==> config.mk <==
export PLATFORM = sky130hd
export DESIGN_NAME = bt_tx_scheduler
export DESIGN_NICKNAME = d
export VERILOG_FILES = /design/src/rtl/bt_tx_scheduler.sv
export SDC_FILE = /design/constraint.sdc
export NUM_CORES = 1
export LEC_CHECK = 0
export CORE_AREA = 4 4 81 83
export DETAILED_ROUTE_END_ITERATION = 6
export DIE_AREA = 0 0 85 87
export PLACE_DENSITY = 0.78
export SLEW_MARGIN = 20
export SYNTH_ARGS = -nofsm -noshare
export SYNTH_HDL_FRONTEND = slang
export SYNTH_SLANG_ARGS = --single-unit
==> constraint.sdc <==
create_clock -name clk -period 2.7 [get_ports clk]
set_clock_uncertainty 0.1 [all_clocks]
set_input_delay 0.27 -clock clk [delete_from_list [all_inputs] [get_ports clk]]
set_output_delay 0.27 -clock clk [all_outputs]
set_load 0.01 [all_outputs]
==> src/rtl/bt_tx_scheduler.sv <==
// Round-robin scheduler sharing one UART byte transmitter among four status-message requesters.
// Optional: define BT_TX_CHECKSUM_EN to append an XOR checksum byte after '#'.
module bt_tx_scheduler #(
  parameter int GAP_CYCLES = 434
) (
  input  logic        clk,
  input  logic        rst_n,
  input  logic [3:0]  req_i,
  input  logic [15:0] arg0_i,
  input  logic [15:0] arg1_i,
  input  logic [15:0] arg2_i,
  input  logic [15:0] arg3_i,
  input  logic        tx_ready_i,
  output logic [7:0]  tx_data_o,
  output logic        tx_valid_o,
  output logic [3:0]  ack_o,
  output logic        busy_o,
  output logic [1:0]  grant_id_o
);

`ifdef BT_TX_CHECKSUM_EN
  localparam logic [3:0] LAST_IDX = 4'd8;
`else
  localparam logic [3:0] LAST_IDX = 4'd7;
`endif

  localparam int             GW       = (GAP_CYCLES > 1) ? $clog2(GAP_CYCLES) : 1;
  localparam logic [GW-1:0]  GAP_LAST = GW'((GAP_CYCLES > 0) ? GAP_CYCLES - 1 : 0);

  typedef enum logic [1:0] {S_IDLE, S_SEND, S_GAP} state_t;

  state_t        state_q, state_d;
  logic [3:0]    idx_q, idx_d;
  logic [1:0]    rr_q, rr_d;
  logic [1:0]    grant_q, grant_d;
  logic [15:0]   arg_q, arg_d;
  logic [GW-1:0] gap_q, gap_d;
  logic [3:0]    ack_q, ack_d;

  // Arbitration: lowest offset from rr_q wins, so scan offsets high to low.
  logic [1:0]  pick_id;
  logic [1:0]  cand;
  logic [15:0] pick_arg;
  always_comb begin
    pick_id = rr_q;
    cand    = rr_q;
    for (int k = 3; k >= 0; k--) begin
      cand = rr_q + 2'(k);
      if (req_i[cand]) pick_id = cand;
    end
  end

  always_comb begin
    case (pick_id)
      2'd0:    pick_arg = arg0_i;
      2'd1:    pick_arg = arg1_i;
      2'd2:    pick_arg = arg2_i;
      default: pick_arg = arg3_i;
    endcase
  end

  logic [23:0] pfx;
  always_comb begin
    case (grant_q)
      2'd0:    pfx = "FIM";
      2'd1:    pfx = "PBM";
      2'd2:    pfx = "DBM";
      default: pfx = "END";
    endcase
  end

  logic [7:0] byte_sel;
  always_comb begin
    case (idx_q)
      4'd0:    byte_sel = pfx[23:16];
      4'd1:    byte_sel = pfx[15:8];
      4'd2:    byte_sel = pfx[7:0];
      4'd3:    byte_sel = 8'h2D;
      4'd4:    byte_sel = arg_q[15:8];
      4'd5:    byte_sel = arg_q[7:0];
      4'd6:    byte_sel = 8'h2D;
      4'd7:    byte_sel = 8'h23;
`ifdef BT_TX_CHECKSUM_EN
      4'd8:    byte_sel = pfx[23:16] ^ pfx[15:8] ^ pfx[7:0] ^ 8'h2D ^
                          arg_q[15:8] ^ arg_q[7:0] ^ 8'h2D ^ 8'h23;
`endif
      default: byte_sel = 8'h00;
    endcase
  end

  always_comb begin
    state_d = state_q;
    idx_d   = idx_q;
    rr_d    = rr_q;
    grant_d = grant_q;
    arg_d   = arg_q;
    gap_d   = gap_q;
    ack_d   = 4'b0000;
    case (state_q)
      S_IDLE: begin
        if (|req_i) begin
          grant_d = pick_id;
          arg_d   = pick_arg;
          idx_d   = 4'd0;
          state_d = S_SEND;
        end
      end
      S_SEND: begin
        if (tx_ready_i) begin
          if (idx_q == LAST_IDX) begin
            ack_d   = 4'(4'b0001 << grant_q);
            rr_d    = grant_q + 2'd1;
            idx_d   = 4'd0;
            gap_d   = '0;
            state_d = (GAP_CYCLES == 0) ? S_IDLE : S_GAP;
          end else begin
            idx_d = idx_q + 4'd1;
          end
        end
      end
      S_GAP: begin
        if (gap_q == GAP_LAST) begin
          gap_d   = '0;
          state_d = S_IDLE;
        end else begin
          gap_d = gap_q + GW'(1);
        end
      end
      default: state_d = S_IDLE;
    endcase
  end

  always_ff @(posedge clk or negedge rst_n) begin
    if (!rst_n) begin
      state_q <= S_IDLE;
      idx_q   <= 4'd0;
      rr_q    <= 2'd0;
      grant_q <= 2'd0;
      arg_q   <= 16'h0000;
      gap_q   <= '0;
      ack_q   <= 4'b0000;
    end else begin
      state_q <= state_d;
      idx_q   <= idx_d;
      rr_q    <= rr_d;
      grant_q <= grant_d;
      arg_q   <= arg_d;
      gap_q   <= gap_d;
      ack_q   <= ack_d;
    end
  end

  assign tx_valid_o = (state_q == S_SEND);
  assign tx_data_o  = tx_valid_o ? byte_sel : 8'h00;
  assign busy_o     = (state_q != S_IDLE);
  assign ack_o      = ack_q;
  assign grant_id_o = grant_q;

endmodule

==> results of run 1 <==
through the flow:
step | cells | worst slack (ns)
global placement | 435 | 0.2653
floorplan | 280 | 0.5479
finish | 444 | 0.08349
detailed placement | 435 | 0.2033
global route | 444 | 0.001812
CTS | 443 | 0.002262
power by group through the flow:
stage / Sequential, mW / Combinational (mW) / Clock [mW]
after CTS: 1.06 / 1.46 / 0.387
final: 1.05 / 1.47 / 0.382
after floorplan: 0.977 / 1.09 / 0
after global routing: 1.09 / 1.66 / 0.405
after global placement: 1.05 / 1.41 / 0
after detailed placement: 1.06 / 1.45 / 0
layer usage:
metal | vias to the layer above | track usage, % | share of wire (%)
li1 | 1193 | - | -
met1 | 1124 | 22.47 | 41
met2 | 99 | 33.55 | 49
met3 | 7 | 5.582 | 8.8
met4 | 0 | 6.043 | 1.3
met5 | - | 0 | 0
layout make-up:
cell class | count | area share [%]
clock buffer | 7 | 2.100
clock inverter | 1 | 0.1377
inverter | 10 | 1.033
multi-input combinational | 214 | 40.52
sequential | 39 | 26.88
tap | 75 | 2.582
timing repair buffer | 98 | 26.75
layout by cell type, fill, tap and decap left out, types with 3 or more instances in the layout:
cell              n
ha_1             12
a22oi_1           3
clkdlybuf4s50_1  78
and3_1            8
nor2_1           19
a21oi_1          16
dfrtp_1          38
nand2b_1          5
o221ai_1         17
mux2i_1          34
inv_1            10
nor2b_1           5
nand2_1          36
o21ai_0          19
buf_4            11
clkbuf_8          5
dlymetal6s2s_1    6
nand3_1           6
worst max-delay path: cells and delay by family (launching register included):
family                     cells  cell delay [ns]
AOI/OAI and AO/OA              1             0.36
adders and majority gates      1             0.23
DFF                            1             0.43
buffers and inverters          2             0.68
and+or+nand+nor                2             0.25
kinds of logic after synthesis:
group	after synthesis	synth area share [%]
adder cells (fa/ha/maj)	13	6.259
multiplexers	35	13.53
AO/OA/AOI/OAI	72	18.63
buffers and inverters	27	5.922
AND/OR/NAND/NOR	92	17.43
XOR/XNOR	2	0.6742
flip-flops	39	37.55
final timing paths:
check / from / end / slack (ns) / depth (start not counted)
max: idx_q[0] / tx_data_o[4] / 0.08 / 6
min: rst_n / arg_q[0] / -0.02 / 1
max reg2reg: rr_q[1] / arg_q[15] / 0.65 / 6
min reg2reg: arg_q[11] / arg_q[11] / 0.40 / 2
max in group asynchronous: rst_n / grant_id_o[0] / 1.93 / 1
min in group clk: arg_q[11] / arg_q[11] / 0.40 / 2
sequential cells by signal (all words and copies together) (netlist names):
name / cells
grant_id_o: 2
state_q: 2
rr_q: 2
gap_q: 9
ack_o: 4
arg_q: 16
idx_q: 4
synth_stat cells (3+ instances only):
library cell | count | share of area (%)
and3_1 | 8 | 1.9
buf_12 | 3 | 2.3
nand2_1 | 36 | 5.2
a22oi_1 | 3 | 0.87
dfrtp_1 | 39 | 38
ha_1 | 13 | 6.3
mux2i_1 | 34 | 13
o221ai_1 | 17 | 5.7
nand2b_1 | 5 | 1.2
clkbuf_1 | 10 | 1.4
buf_2 | 3 | 0.58
nor2_1 | 19 | 2.7
a21oi_1 | 16 | 3.1
inv_1 | 10 | 1.4
nor2b_1 | 5 | 1.2
o21ai_0 | 19 | 3.7
nand3_1 | 6 | 1.2
timing repair:
item | CTS | global route
buffers inserted | 0 | 1
endpoints found under the setup margin | 1 | 7
resized for setup | 1 | 9
pin swaps | 0 | 0
==> impl_metrics.csv, run 1 <==
group,metric,value,unit
setup_path,slowest_delay,0.56,ns
grt,grt_usage,19.11,%
clock_tree,hold_buffers,0,
final_layout,drive_gt1_share,7.588,%
detailed_routing,routed_wl,6915,um
timing,max_slew_margin,42.76,%
setup_path,cp_data_required_time,2.33,ns
timing,drv_slew,0,
final_layout,multi_input_area,0.001473,mm2
final_layout,final_core_util,62.13,%
setup_path,cp_slowest_cell,"clkdlybuf4s50_1",
timing,timing.final.crit_period,2.617,ns
detailed_routing,postRouteAntennaNets,0,
logic_synthesis,yosysSeqAreaShare,37.55,%
floorplanning,die_area,0.007395,mm2
clock_tree,path_clk_slew,0.07,ns
job,maxCapViolations,0,
timing,setup_violations,0,
timing,hold_viol,39,
power,clkPwrFrac,13.1,%
detailed_routing,drc,0,
final_layout,postLayoutCellArea,0.003635,mm2
setup_path,start_kind,"flip-flop",
timing,fmax,382.2,MHz
floorplanning,die_h,87,um
detailed_routing,via_count,2423,
logic_synthesis,synth_nets,364,
grt,grt_antenna_before_repair,0,
floorplanning,start_util,44.42,%
detailed_routing,drt_iter0_markers,87,
power,sequentialPowerShare,36.2,%
setup_path,crit_type,"reg2out",
setup_path,worstSetupEndpointType,"output pin",
power,p_leak,1.763,nW
clock_tree,root_buffer,"clkbuf_8",
power,p_int,1.727,mW
logic_synthesis,syn_inst,280,
placed_design,postPlaceCellArea,0.003527,mm2
timing,final.period_utilization,96.91,%
final_layout,nFillCells,496,
floorplanning,num_rows,28,
clock_tree,insertion_delay,0.29,ns
placed_design,gp_congestion,0.8459,
power,swShare,40.61,%
grt,grt_max_degree,40,
timing,whs,-0.01538,ns
placed_design,post-dp-hpwl,5296,um
grt,grt_overflow_total,0,
grt,first_global_vias,2456,
clock_tree,cts_buffers,5,
placed_design,portBuffers,86,
setup_path,arrival,2.25,ns
detailed_routing,drt-vias-per-instance,5.457,
logic_synthesis,ys_types,44,
logic_synthesis,synth-seq-cells,39,
detailed_routing,dr.pass1.iters,4,
setup_path,path_common_cell,"nor2_1",
clock_tree,cts_htree_levels,2,
hold_path,hold_class,"in2async",
logic_synthesis,yosys_warnings,0,
setup_path,cp_max_fo,8,
logic_synthesis,synth_area,0.002599,mm2
timing,worstMarginPinSlew,0.8586,ns
timing,rsz0062_at_grt,"false",
final_layout,regArea,977.2,um2
power,powerDensity,799.9,mW/mm2
clock_tree,cts.path.max_buffers,2,
setup_path,crit_chain,"inv_1 > ha_2 > nor2_1 > a211o_2 > nor2_1 > clkdlybuf4s50_1",
final_layout,areaGrowthSynthToFinish,39.87,%
logic_synthesis,synth-edff-count,0,
timing,tns,0,ns
clock_tree,cts_tree,"done",
logic_synthesis,synth-main-ff-cell,"dfrtp_1",
final_layout,num_antenna_cells,0,
final_layout,fin_nets,452,
power,p_switching,1.181,mW
power,power_frac_comb,50.6,%
logic_synthesis,syn-mean-instance-area,9.281,um2
floorplanning,die_w,85,um
power,totalPowerFinal,2.907,mW
detailed_routing,drt-wirelength-per-cell,15.57,um
grt,grt_pass1_wl,11230,um
power,vdd_drop_max,0.3579,mV
floorplanning,core_area,0.005851,mm2
clock_tree,clock_sinks,39,
floorplanning,ioPinCount,87,
logic_synthesis,async_reset_ff_share,100.0,%
run_status,status,"complete, but fails checks",
run_status,violations,"negative hold slack",
(Power assumes the default switching activity.)
==> inputs of run 2 (changes only) <==
--- a/config.mk
+++ b/config.mk
@@ -5,6 +5,7 @@
 export SDC_FILE = /design/constraint.sdc
 export NUM_CORES = 1
 export LEC_CHECK = 0
+export ABC_CLOCK_PERIOD_IN_PS = 2700
 export CORE_AREA = 4 4 81 83
 export DETAILED_ROUTE_END_ITERATION = 6
 export DIE_AREA = 0 0 85 87
==> results of run 2 <==
Same layout as run 1: the final DEF is identical, and so are final timing and power.
==> inputs of run 3 (changes only) <==
--- a/config.mk
+++ b/config.mk
@@ -6,10 +6,11 @@
 export NUM_CORES = 1
 export LEC_CHECK = 0
 export ABC_CLOCK_PERIOD_IN_PS = 2700
-export CORE_AREA = 4 4 81 83
+export CORE_AREA = 4 4 79 81
+export CTS_BUF_LIST = sky130_fd_sc_hd__clkbuf_8
 export DETAILED_ROUTE_END_ITERATION = 6
-export DIE_AREA = 0 0 85 87
-export PLACE_DENSITY = 0.78
+export DIE_AREA = 0 0 83 85
+export PLACE_DENSITY = 0.82
 export SLEW_MARGIN = 20
 export SYNTH_ARGS = -nofsm -noshare
 export SYNTH_HDL_FRONTEND = slang
==> impl_metrics.csv, run 3 (synthesis results as in run 1) <==
group,metric,value,unit
floorplanning,ioPinCount,87,
grt,grt_pass1_wl,11120,um
power,p_leak,1.735,nW
setup_path,r2r_slack,0.56,ns
final_layout,areaGrowthSynthToFinish,41.69,%
clock_tree,cts_htree_levels,2,
timing,whs,-0.01851,ns
run_status,status,"complete, but fails checks",
power,vdd_drop_max,0.4858,mV
hold_path,hold_class,"in2async",
floorplanning,start_util,47.49,%
placed_design,postPlaceCellArea,0.003531,mm2
grt,grt_usage,19.18,%
power,p_switching,1.194,mW
clock_tree,cts_buffers,5,
floorplanning,die_area,0.007055,mm2
setup_path,path_buf_inv,2,
floorplanning,die_w,83,um
clock_tree,cts_tree,"done",
detailed_routing,routed_wl,6742,um
grt,grt_max_degree,40,
clock_tree,hold_buffers,0,
run_status,violations,"negative hold slack",
clock_tree,insertion_delay,0.29,ns
setup_path,crit_family,"buffers and inverters",
final_layout,layout_common_cells,"clkdlybuf4s50_1, dfrtp_1, nand2_1",
job,maxCapViolations,0,
detailed_routing,via_count,2455,
grt,grt_antenna_before_repair,0,
timing,worstMarginPinSlew,0.8410,ns
floorplanning,num_rows,27,
placed_design,place_ws,0.1398,ns
setup_path,start_kind,"flip-flop",
timing,drv_slew,0,
final_layout,postLayoutCellArea,0.003682,mm2
final_layout,fin_nets,452,
power,power_frac_comb,47.5,%
detailed_routing,drc,0,
timing,max_slew_margin,43.94,%
clock_tree,path_clk_slew,0.08,ns
clock_tree,cts.path.max_buffers,2,
clock_tree,clock_sinks,39,
setup_path,worstSetupEndpointType,"output pin",
detailed_routing,drt_iter0_markers,117,
detailed_routing,drt-wirelength-per-cell,15.29,um
timing,timing.final.crit_period,2.597,ns
power,clkPwrFrac,18.6,%
power,swShare,38.33,%
final_layout,reg_top3,"arg_q x16, gap_q x9",
timing,setup_violations,0,
detailed_routing,postRouteAntennaNets,0,
setup_path,cp_max_fo,8,
timing,hold_viol,39,
final_layout,final_common_cell,"clkdlybuf4s50_1",
setup_path,crit_type,"reg2out",
placed_design,portBuffers,86,
placed_design,post-dp-hpwl,5373,um
setup_path,arrival,2.23,ns
setup_path,slowest_delay,0.58,ns
floorplanning,core_area,0.005473,mm2
detailed_routing,drt-vias-per-instance,5.567,
power,p_int,1.921,mW
setup_path,crit_chain,"inv_1 > ha_2 > nor2_1 > a211o_1 > a21oi_1 > clkdlybuf4s50_1",
timing,final.period_utilization,96.20,%
grt,first_global_vias,2467,
final_layout,nFillCells,446,
final_layout,largest-register,"arg_q",
floorplanning,die_h,85,um
final_layout,num_antenna_cells,0,
setup_path,cp_slowest_cell,"clkdlybuf4s50_1",
clock_tree,root_buffer,"clkbuf_8",
placed_design,gp_congestion,0.9381,
timing,layout_setup_ws,0.1026,ns
grt,grt_overflow_total,0,
timing,tns,0,ns
final_layout,largest_reg_flops,16,
setup_path,cp_data_required_time,2.33,ns
final_layout,drive_gt1_share,8.401,%
power,powerDensity,845.8,mW/mm2
timing,fmax,385.0,MHz
timing,rsz0062_at_grt,"false",
detailed_routing,dr.pass1.iters,4,
power,sequentialPowerShare,34.0,%
[run 3: cell types whose count changed in the layout (fill, tap and decap cells not counted), sizes merged]
| cell | before | now |
|---|---|---|
| dlymetal6s2s | 6 | 3 |
| bufinv | 0 | 2 |
| clkbuf | 7 | 5 |
| clkinv | 1 | 0 |
| clkdlybuf4s50 | 78 | 80 |
| dlygate4sd2 | 1 | 2 |
| clkinvlp | 0 | 1 |
[run 3: worst reg2reg max path, delay by kind of cell (launching register included)]
family	cells	cell delay (ns)
muxes	1	0.25
buffers and inverters	1	0.20
AOI/OAI and AO/OA	1	0.15
DFF	1	0.42
and+or+nand+nor	3	0.88
[run 3: stage by stage]
step	total power [mW]	instances	utilization (%)
floorplan	2.069	280	-
global placement	2.454	433	64.52
detailed placement	2.516	433	64.52
CTS	3.101	441	66.96
global route	3.359	441	67.28
finish	3.115	441	67.28
[run 3: worst paths after layout]
| check | start | endpoint | cells after the start |
|---|---|---|---|
| min reg2reg | arg_q[9] | arg_q[9] | 2 |
| min in group clk | arg_q[9] | arg_q[9] | 2 |
| min | rst_n | grant_id_o[0] | 1 |
| max | idx_q[0] | tx_data_o[2] | 6 |
| max reg2reg | rr_q[1] | arg_q[10] | 6 |
| max in group asynchronous | rst_n | grant_id_o[1] | 1 |
[run 3: area by class of cell]
cell class              instances  area, um2  share of cell area, %
multi-input cells             214       1476                  40.10
flip-flops and latches         39      978.4                  26.57
repair buffers                 98      963.4                  26.16
well taps                      72      90.09                  2.446
clock buffers                   5      68.82                  1.869
clock inverters                 3      67.56                  1.835
inverters                      10      37.54                  1.019
[run 3: per-layer routing]
layer / share of wire (%) / up-vias / global-route usage, %
met5: 0 / - / 0
met1: 39 / 1146 / 21.99
li1: - / 1193 / -
met3: 9.3 / 9 / 6.117
met2: 50 / 107 / 34.04
met4: 1.3 / 0 / 6.092
[run 3: what timing repair did]
item,4_1_cts,5_1_grt
setup endpoints to repair,2,7
gates resized for setup,2,7
buffers inserted,0,0
[run 3: power by group through the flow]
stage	clock network (mW)	logic, mW	registers, mW
after floorplan	0	1.09	0.977
after global placement	0	1.41	1.04
after detailed placement	0	1.46	1.06
after CTS	0.586	1.46	1.05
after global routing	0.618	1.65	1.10
final	0.578	1.48	1.06
